File: src/rtl/axi_slave_responder.sv
// AXI slave responder: accepts single outstanding write/read bursts, answers with
// constant or address-derived read data, and counts completed transactions.
module axi_slave_responder #(
    parameter int                 DATA_W    = 32,
    parameter int                 ADDR_W    = 32,
    parameter int                 ID_W      = 4,
    parameter int                 READY_DLY = 0,
    parameter int                 RD_MODE   = 0,
    parameter logic [DATA_W-1:0]  RD_CONST  = DATA_W'(32'h12345678),
    parameter logic [ADDR_W-1:0]  ERR_BASE  = '1
) (
    input  logic              clk,
    input  logic              rst,
    input  logic [ID_W-1:0]   s_axi_awid,
    input  logic [ADDR_W-1:0] s_axi_awaddr,
    input  logic [7:0]        s_axi_awlen,
    input  logic              s_axi_awvalid,
    output logic              s_axi_awready,
    input  logic [DATA_W-1:0] s_axi_wdata,
    input  logic              s_axi_wlast,
    input  logic              s_axi_wvalid,
    output logic              s_axi_wready,
    output logic [ID_W-1:0]   s_axi_bid,
    output logic [1:0]        s_axi_bresp,
    output logic              s_axi_bvalid,
    input  logic              s_axi_bready,
    input  logic [ID_W-1:0]   s_axi_arid,
    input  logic [ADDR_W-1:0] s_axi_araddr,
    input  logic [7:0]        s_axi_arlen,
    input  logic              s_axi_arvalid,
    output logic              s_axi_arready,
    output logic [ID_W-1:0]   s_axi_rid,
    output logic [DATA_W-1:0] s_axi_rdata,
    output logic [1:0]        s_axi_rresp,
    output logic              s_axi_rlast,
    output logic              s_axi_rvalid,
    input  logic              s_axi_rready,
    output logic [15:0]       wr_cnt,
    output logic [15:0]       rd_cnt
);

    localparam int          BYTES    = DATA_W / 8;
    localparam logic [3:0]  DLY_LAST = (READY_DLY > 0) ? 4'(READY_DLY - 1) : 4'd0;
    localparam int          CPW      = (ADDR_W < DATA_W) ? ADDR_W : DATA_W;
    localparam logic [1:0]  RESP_OK  = 2'b00;
    localparam logic [1:0]  RESP_ERR = 2'b10;

    typedef enum logic [1:0] {W_IDLE, W_DLY, W_DATA, W_RESP} w_state_t;
    typedef enum logic [1:0] {R_IDLE, R_DLY, R_DATA}         r_state_t;

    w_state_t          r_wstate, w_wstate_nxt;
    r_state_t          r_rstate, w_rstate_nxt;
    logic              r_rst_q;
    logic [3:0]        r_wdly, r_rdly;
    logic [8:0]        r_wbeat;
    logic [7:0]        r_rbeat;
    logic [ID_W-1:0]   r_awid, r_arid;
    logic [ADDR_W-1:0] r_awaddr, r_raddr;
    logic [7:0]        r_awlen, r_arlen;
    logic              r_rerr;
    logic [1:0]        r_bresp;
    logic [15:0]       r_wr_cnt, r_rd_cnt;

    logic              w_hold, w_berr;
    logic              w_awready, w_wready, w_bvalid;
    logic              w_arready, w_rvalid, w_rlast;
    logic              w_aw_hs, w_w_hs, w_b_hs, w_ar_hs, w_r_hs;
    logic [DATA_W-1:0] w_addr_ext;
    logic              w_unused_wdata;

    // Handshakes stay blocked for the cycle after reset as well as during it.
    assign w_hold  = rst | r_rst_q;
    assign w_aw_hs = s_axi_awvalid & w_awready;
    assign w_w_hs  = s_axi_wvalid & w_wready;
    assign w_b_hs  = w_bvalid & s_axi_bready;
    assign w_ar_hs = s_axi_arvalid & w_arready;
    assign w_r_hs  = w_rvalid & s_axi_rready;
    assign w_berr  = ((r_wbeat + 9'd1) != ({1'b0, r_awlen} + 9'd1)) || (r_awaddr >= ERR_BASE);
    assign w_unused_wdata = ^s_axi_wdata;

    // NOTE: sequential state uses non-blocking assignments so every register
    // samples the pre-edge values of its neighbours.
    always_ff @(posedge clk) begin
        r_rst_q <= rst;
        if (rst) begin
            r_wstate <= W_IDLE;
            r_wdly   <= 4'd0;
            r_wbeat  <= 9'd0;
            r_bresp  <= RESP_OK;
            r_wr_cnt <= 16'd0;
        end else begin
            r_wstate <= w_wstate_nxt;
            r_wdly   <= (r_wstate == W_DLY) ? r_wdly + 4'd1 : 4'd0;
            if (w_aw_hs)
                r_wbeat <= 9'd0;
            else if (w_w_hs)
                r_wbeat <= r_wbeat + 9'd1;
            if (w_w_hs && s_axi_wlast)
                r_bresp <= w_berr ? RESP_ERR : RESP_OK;
            if (w_b_hs && (r_wr_cnt != 16'hFFFF))
                r_wr_cnt <= r_wr_cnt + 16'd1;
        end
    end

    // NOTE: payload registers are not reset; they are only observed while a
    // valid signal from the reset-cleared FSM qualifies them.
    always_ff @(posedge clk) begin
        if (w_aw_hs) begin
            r_awid   <= s_axi_awid;
            r_awaddr <= s_axi_awaddr;
            r_awlen  <= s_axi_awlen;
        end
        if (w_ar_hs) begin
            r_arid  <= s_axi_arid;
            r_arlen <= s_axi_arlen;
            r_rerr  <= (s_axi_araddr >= ERR_BASE);
            r_raddr <= s_axi_araddr;
        end else if (w_r_hs) begin
            r_raddr <= r_raddr + ADDR_W'(BYTES);
        end
    end

    // NOTE: every combinational output gets a default first, so no path can
    // leave it unassigned and infer a latch.
    always_comb begin
        w_wstate_nxt = r_wstate;
        case (r_wstate)
            W_IDLE: if (s_axi_awvalid && !w_hold)
                        w_wstate_nxt = (READY_DLY == 0) ? W_DATA : W_DLY;
            W_DLY:  if (r_wdly == DLY_LAST)
                        w_wstate_nxt = s_axi_awvalid ? W_DATA : W_IDLE;
            W_DATA: if (w_w_hs && s_axi_wlast) w_wstate_nxt = W_RESP;
            W_RESP: if (w_b_hs) w_wstate_nxt = W_IDLE;
            default: w_wstate_nxt = W_IDLE;
        endcase
    end

    always_comb begin
        w_awready = 1'b0;
        w_wready  = 1'b0;
        w_bvalid  = 1'b0;
        if (!w_hold) begin
            case (r_wstate)
                W_IDLE:  w_awready = (READY_DLY == 0) && s_axi_awvalid;
                W_DLY:   w_awready = (r_wdly == DLY_LAST);
                W_DATA:  w_wready  = 1'b1;
                W_RESP:  w_bvalid  = 1'b1;
                default: w_awready = 1'b0;
            endcase
        end
    end

    always_ff @(posedge clk) begin
        if (rst) begin
            r_rstate <= R_IDLE;
            r_rdly   <= 4'd0;
            r_rbeat  <= 8'd0;
            r_rd_cnt <= 16'd0;
        end else begin
            r_rstate <= w_rstate_nxt;
            r_rdly   <= (r_rstate == R_DLY) ? r_rdly + 4'd1 : 4'd0;
            if (w_ar_hs)
                r_rbeat <= 8'd0;
            else if (w_r_hs)
                r_rbeat <= r_rbeat + 8'd1;
            if (w_r_hs && w_rlast && (r_rd_cnt != 16'hFFFF))
                r_rd_cnt <= r_rd_cnt + 16'd1;
        end
    end

    always_comb begin
        w_rstate_nxt = r_rstate;
        case (r_rstate)
            R_IDLE: if (s_axi_arvalid && !w_hold)
                        w_rstate_nxt = (READY_DLY == 0) ? R_DATA : R_DLY;
            R_DLY:  if (r_rdly == DLY_LAST)
                        w_rstate_nxt = s_axi_arvalid ? R_DATA : R_IDLE;
            R_DATA: if (w_r_hs && w_rlast) w_rstate_nxt = R_IDLE;
            default: w_rstate_nxt = R_IDLE;
        endcase
    end

    always_comb begin
        w_arready = 1'b0;
        w_rvalid  = 1'b0;
        if (!w_hold) begin
            case (r_rstate)
                R_IDLE:  w_arready = (READY_DLY == 0) && s_axi_arvalid;
                R_DLY:   w_arready = (r_rdly == DLY_LAST);
                R_DATA:  w_rvalid  = 1'b1;
                default: w_arready = 1'b0;
            endcase
        end
        w_rlast = w_rvalid && (r_rbeat == r_arlen);
    end

    always_comb begin
        w_addr_ext          = '0;
        w_addr_ext[CPW-1:0] = r_raddr[CPW-1:0];
    end

    assign s_axi_awready = w_awready;
    assign s_axi_wready  = w_wready;
    assign s_axi_bvalid  = w_bvalid;
    assign s_axi_bid     = r_awid;
    assign s_axi_bresp   = w_bvalid ? r_bresp : RESP_OK;
    assign s_axi_arready = w_arready;
    assign s_axi_rvalid  = w_rvalid;
    assign s_axi_rlast   = w_rlast;
    assign s_axi_rid     = r_arid;
    assign s_axi_rresp   = (w_rvalid && r_rerr) ? RESP_ERR : RESP_OK;
    assign s_axi_rdata   = (RD_MODE == 1) ? w_addr_ext : RD_CONST;
    assign wr_cnt        = r_wr_cnt;
    assign rd_cnt        = r_rd_cnt;

endmodule
File: config.mk
export PLATFORM = sky130hd
export DESIGN_NAME = axi_slave_responder
export DESIGN_NICKNAME = d
export VERILOG_FILES = /design/src/rtl/axi_slave_responder.sv
export SDC_FILE = /design/constraint.sdc
export NUM_CORES = 1
export LEC_CHECK = 0
export BUFFER_PORTS_ARGS = -buffer_cell sky130_fd_sc_hd__clkbuf_2
export CAP_MARGIN = 20
export CORE_ASPECT_RATIO = 0.9
export CORE_MARGIN = 3
export CORE_UTILIZATION = 52
export DETAILED_ROUTE_END_ITERATION = 10
export PLACE_DENSITY_LB_ADDON = 0.25
export SLEW_MARGIN = 0
export SYNTH_ARGS = -nofsm -noshare
export SYNTH_HDL_FRONTEND = slang
export SYNTH_SLANG_ARGS = --single-unit
File: constraint.sdc
create_clock -name clk -period 11.1 [get_ports clk]
set_clock_uncertainty 0.15 [all_clocks]
set_input_delay 0 -clock clk [delete_from_list [all_inputs] [get_ports clk]]
set_output_delay 0 -clock clk [all_outputs]
set_load 0.05 [all_outputs]
### Word-level counts from Yosys, hierarchy flattened

Index checks and enable logic that the tools add are counted.

| operators by class | value |
|---|---|
| add/subtract/negate cells | 7 |
| multipliers | 0 |
| divide/modulo/power cells | 0 |
| $lt $le $gt $ge | 2 |
| equality and inequality tests | 16 |
| shifts and indexed selects | 0 |
| muxes and demuxes | 24 |
| bitwise gates (word level) | 8 |
| reductions and logical operators | 20 |

Operators by type and width:

| operator | number |
|---|---|
| >= comparator 32 bit (second input constant) | 2 |
| adder 16 x 1 -> 16 bit (second input constant) | 2 |
| inequality test 16 bit (second input constant) | 2 |
| two-way mux 2 bit | 12 |
| inequality test 2 bit (second input constant) | 5 |
| adder 8 x 1 -> 9 bit (second input constant) | 1 |
| adder 9 x 1 -> 9 bit (second input constant) | 1 |
| inequality test 9 bit | 1 |
| adder 4 x 1 -> 4 bit (second input constant) | 2 |
| adder 8 x 1 -> 8 bit (second input constant) | 1 |
| equality test 8 bit | 1 |
| logical AND 1 bit | 8 |
| zero test 4 bit | 2 |
| two-way mux 1 bit | 8 |
| one-hot mux 2 bit (4 select lines) | 1 |
| OR reduction 2 bit | 4 |
| equality test 2 bit (second input constant) | 3 |
| one-hot mux 2 bit (3 select lines) | 1 |
| bitwise AND 1 bit | 5 |
| equality test 2 x 1 -> 1 bit (second input constant) | 2 |
| zero test 2 bit | 2 |
| inequality test 2 x 1 -> 1 bit (second input constant) | 2 |
| one-hot mux 1 bit (2 select lines) | 2 |
| AND reduction 4 bit | 1 |
| other kinds (5) | 6 |

| storage, ports and cells | value |
|---|---|
| bits in registers | 121 |
| latch bits | 0 |
| memory bits (writable) | 0 |
| bits in read-only memories | 0 |
| input port bits | 128 |
| logic and storage cells | 93 |
| memories | 0 |

### Logic depth before layout (Yosys ltp)

| logic depth | value |
|---|---|
| depth in word-level cells | 7 |
| mapped depth | 9 |
| depth with buffers taken out | 7 |

### Worst setup path after synthesis

OpenSTA, ideal clock, no wires.

| timing | value |
|---|---|
| kind | reg2reg |
| start | reg r_wdly[0] |
| end | reg r_awaddr[0] (enable) |
| arrival | 5088 ps |
| setup slack | 5307 ps |
| cell stages (with the launch flop) | 7 |
| buffers on the path | 0 |
| clock period less this slack | 5793 ps |
| cells stage by stage | dfxtp_1 > inv_1 > ha_1 > nor3b_1 > nand2b_1 > nand2_1 > nor4_1 |

| between the ends | value |
|---|---|
| cells in the longest elaborated chain, start to end | 4 |

Ends and longest elaborated chain:

| element | line | text |
|---|---|---|
| start: declaration | 54 | `logic [3:0] r_wdly, r_rdly;` |
| start signal: assignment | 93 | `r_wdly <= (r_wstate == W_DLY) ? r_wdly + 4'd1 : 4'd0;` |
| zero test 4 bit | 145 | `W_DLY: w_awready = (r_wdly == DLY_LAST);` |
| one-hot mux 1 bit (2 select lines) | 143 | `case (r_wstate)` |
| two-way mux 1 bit | 142 | `if (!w_hold) begin` |
| bitwise AND 1 bit | 73 | `assign w_aw_hs = s_axi_awvalid & w_awready;` |
| net w_aw_hs | 67 | `logic w_aw_hs, w_w_hs, w_b_hs, w_ar_hs, w_r_hs;` |
| end signal: assignment | 110 | `r_awaddr <= s_axi_awaddr;` |
| end: declaration | 58 | `logic [ADDR_W-1:0] r_awaddr, r_raddr;` |

The timed path passes the listed nets, and every way through them passes these cells.
A chain may end at the register's enable or synchronous reset.

### Worst setup path in the final report

| timing | value |
|---|---|
| start | reg r_wstate[1] |
| end | reg r_wstate[0] |

| between the ends | value |
|---|---|
| cells in the longest elaborated chain, start to end | 7 |

Ends and longest elaborated chain:

| element | line | text |
|---|---|---|
| start: declaration | 51 | `w_state_t r_wstate, w_wstate_nxt;` |
| start signal: assignment | 92 | `r_wstate <= w_wstate_nxt;` |
| equality test 2 bit | 127, 143 |  |
| two-way mux 1 bit | 143 |  |
| two-way mux 1 bit | 142 |  |
| bitwise AND 1 bit | 74 | `assign w_w_hs = s_axi_wvalid & w_wready;` |
| logical AND 1 bit | 132 | `W_DATA: if (w_w_hs && s_axi_wlast) w_wstate_nxt = W_RESP;` |
| inequality test 2 bit (no line) | n/a |  |
| AND reduction 4 bit (no line) | n/a |  |

Parallel ways exist; a longest one is shown, timed or not.

==> results.toml <==
[drt]
ant_nets = 0
wirelength_mm = 12.1
drc = 0
vias = 4225
drt_first_pass_iters = 4
avgRoutedWirePerCell_um = 14.2
viasPerCell = 4.98
initialDrtViolationCount = 140

[layout]
stdcell_count = 848
postLayoutCellArea_um2 = 7180
nets = 844
antenna_cells = 0
fillers = 660
area_delta_synth_final_pct = 37.3
layout-drive-gt1-share_pct = 25.8

[clocking]
cts_tree = "done"
insertion_delay_ps = 510
cts.reportedPaths.clkPinSlew_ps = 60
clockBufferDepth = 2
cts_made_buffers = 17
root_buffer = "clkbuf_8"
postCtsSetupRepairBufs = 0
h-tree-depth = 4
cts_sinks = 115

[timing]
rsz0062_at_grt = "false"
relSlewSlack_pct = 37.4
fin_tns_setup_ps = 0
setup_ws_ps = 7910
period_share_pct = 28.7
hold_viol = 0
fmax_mhz = 314
worst_pin_slew_ps = 933
finalCriticalPeriod_ps = 3190
setup_viol = 0
finalMaxSlewViolations = 0

[setup_path]
cp_slowest_cell = "nor4b_1"
cp-end-kind = "flop"
crit_path_frequent_cell = "dlygate4sd3_1"
critPathKind = "flop to flop"
cp_slowest_stage_delay_ps = 600
critPathMaxFanout = 10
crit_required_ps = 11400
critical_path.cell_chain = "nor4b_1 > and2_1 > nand2_1 > dlygate4sd3_1 > a311oi_1 > dlygate4sd3_1"
arrival_ps = 3490
critPathLaunchType = "flop"

[hold_path]
hold_path_class = "primary input to flop"

[yosys]
synth_compound_area_share_pct = 3.18
ys_ff_latch = 115
netlist_instances = 491
avgSynthCellArea_um2 = 10.6
synthAdderAreaFrac_pct = 1.68
synth_top_family_by_area = "simple AND/OR/NAND/NOR gates"
synthesis.area_um2 = 5230
ys_types = 49
synth_edf_count = 57
yosys.area_share.simple_pct = 20.1
synth_ff_type = "dfxtp_1"
ys_warn_count = 0
synth_mux_area_share_pct = 1.17
synth_xor_area_share_pct = 11.4
ys_seq_area_share_pct = 55.0
async_reset_ff_share_pct = 0

[floorplanning]
initial_utilization_pct = 53.6
core_area_um2 = 9740
rows = 34
die_w_um = 112
dieArea_um2 = 11300
fp.dieH_um = 101
ioPinCount = 210

[power]
peakVddDrop_uv = 134
fin_total_pwr_uw = 1040
p_per_area_nw_per_um2 = 146
leakage_uw = 0.00287

[global_route]
grt_pass1_wl_mm = 19.8
antenna_found_initial = 0
grtUsageTotal_pct = 22.2
grt_pass1_vias = 4247
overflow = 0
grt_start_max_net_pins = 46

[placed_design]
dpl.hpwl_mm = 8.03
dpl_worst_slack_ps = 8400
port_buffers = 143
place_area_um2 = 5920
dp_cells = 745
place.gp.congestion = 0.863

[status]
status = "finished, final reports clean"

[job]
maxCapViolations = 0
==> cell usage in the layout (no fill, tap or decap), types with 4 or more instances in the layout <==
master and instances:
clkbuf_2 143, dlygate4sd3_1 70, nor2_1 67, dfxtp_1 58, edfxtp_1 57, xnor2_1 40, conb_1 34, nand4_1 33
nand2_1 30, xor2_1 28, nand3_1 19, clkbuf_16 16, inv_1 15, nor4_1 8, a21oi_1 8, and3_1 7
ha_1 7, nor3_1 6, mux2i_1 5, or3_1 5, and2_1 4, nor4b_1 4, clkinvlp_4 4, clkinv_4 4
==> cell type report <==
type | instances | area, µm² | area share [%]
Inverter | 15 | 56.3 | 0.785
Clock inverter | 14 | 133 | 1.85
Multi-Input combinational cell | 344 | 2100 | 29.3
Sequential cell | 115 | 2870 | 40.0
Tap cell | 126 | 158 | 2.20
Clock buffer | 18 | 418 | 5.82
Timing Repair Buffer | 216 | 1440 | 20.0
==> state kept, by name, indices dropped and copies added (netlist names), 2 cells and up <==
| register | cells |
|---|---|
| wr_cnt | 16 |
| r_wstate | 2 |
| r_wdly | 4 |
| s_axi_rid | 4 |
| r_rbeat | 8 |
| r_arlen | 8 |
| rd_cnt | 16 |
| s_axi_bid | 4 |
| r_awaddr | 32 |
| r_wbeat | 9 |
| r_awlen | 8 |
==> Yosys cell counts, drive strengths merged, types with 2 or more instances <==
cell type	n	share of area (%)
or2	2	0.24
nor3b	2	0.29
nor4	10	1.3
a211oi	2	0.29
nand2b	2	0.24
and2	4	0.48
and3	7	0.84
dfxtp	58	22
edfxtp	57	33
nor2b	2	0.24
nor4b	5	0.84
or3	5	0.60
inv	15	1.1
mux2i	5	0.96
nand3	19	1.8
nor2	68	4.9
xor2	28	4.7
conb	2	0.14
nand2	30	2.2
and4	3	0.50
nand4	34	4.2
o31ai	2	0.29
a21oi	8	0.77
xnor2	40	6.7
nor3	7	0.77
ha	7	1.7
clkbuf	10	0.72
or4	3	0.43
o21ai	3	0.29
buf	39	5.5
==> cells by family (layout without fill, tap and decap cells) <==
logic type / count (synthesis) / in the layout
other: 2 / 34
buffers and inverters: 64 / 263
adder cells (fa/ha/maj): 7 / 7
XOR/XNOR: 68 / 68
AO/OA/AOI/OAI: 25 / 25
multiplexers: 6 / 6
AND/OR/NAND/NOR: 204 / 204
flip-flops: 115 / 115
==> power by group <==
part	total [µW]	internal [µW]	switching, µW
combinational	85.6	33.6	52.0
clock	501	299	202
sequential	458	454	4.55
==> metrics by stage <==
step,hold slack [ps],utilization (%)
finish,49.0,73.7
global route,29.3,73.7
CTS,24.3,73.6
detailed placement,28.6,60.8
global placement,26.5,60.8
floorplan,-122,-
==> worst max-delay path, delay by kind of cell (launching register included) <==
family                 cells  cell delay [ps]
buffers and inverters      2             1170
AND/OR/NAND/NOR            3             1070
flip-flops                 1              490
AO/OA/AOI/OAI              1              250
==> final timing paths <==
kind,slack (ps),cells past startpoint,startpoint,end
worst min-delay path,50,2,s_axi_awaddr[20],r_awaddr[20]
worst min register to register,310,1,r_wdly[0],r_wdly[0]
worst max register to register,7910,6,r_wstate[1],r_wstate[0]
worst max-delay path,7910,6,r_wstate[1],r_wstate[0]
==> repair_timing <==
item	CTS	global route
resized for setup	0	0
endpoints found under the hold margin	98	0
hold buffers	70	0
==> metal layers <==
| layer | vias up | part of all wire [%] | wire [µm] | track usage (%) |
|---|---|---|---|---|
| met4 | 0 | 0.91 | 110 | 6.45 |
| met3 | 13 | 4.3 | 514 | 6.42 |
| met5 | - | 0 | 0 | 0 |
| met1 | 1991 | 40 | 4790 | 23.8 |
| li1 | 2097 | - | - | - |
| met2 | 124 | 55 | 6640 | 42.4 |
No activity file was read; power rests on OpenSTA's default activity.
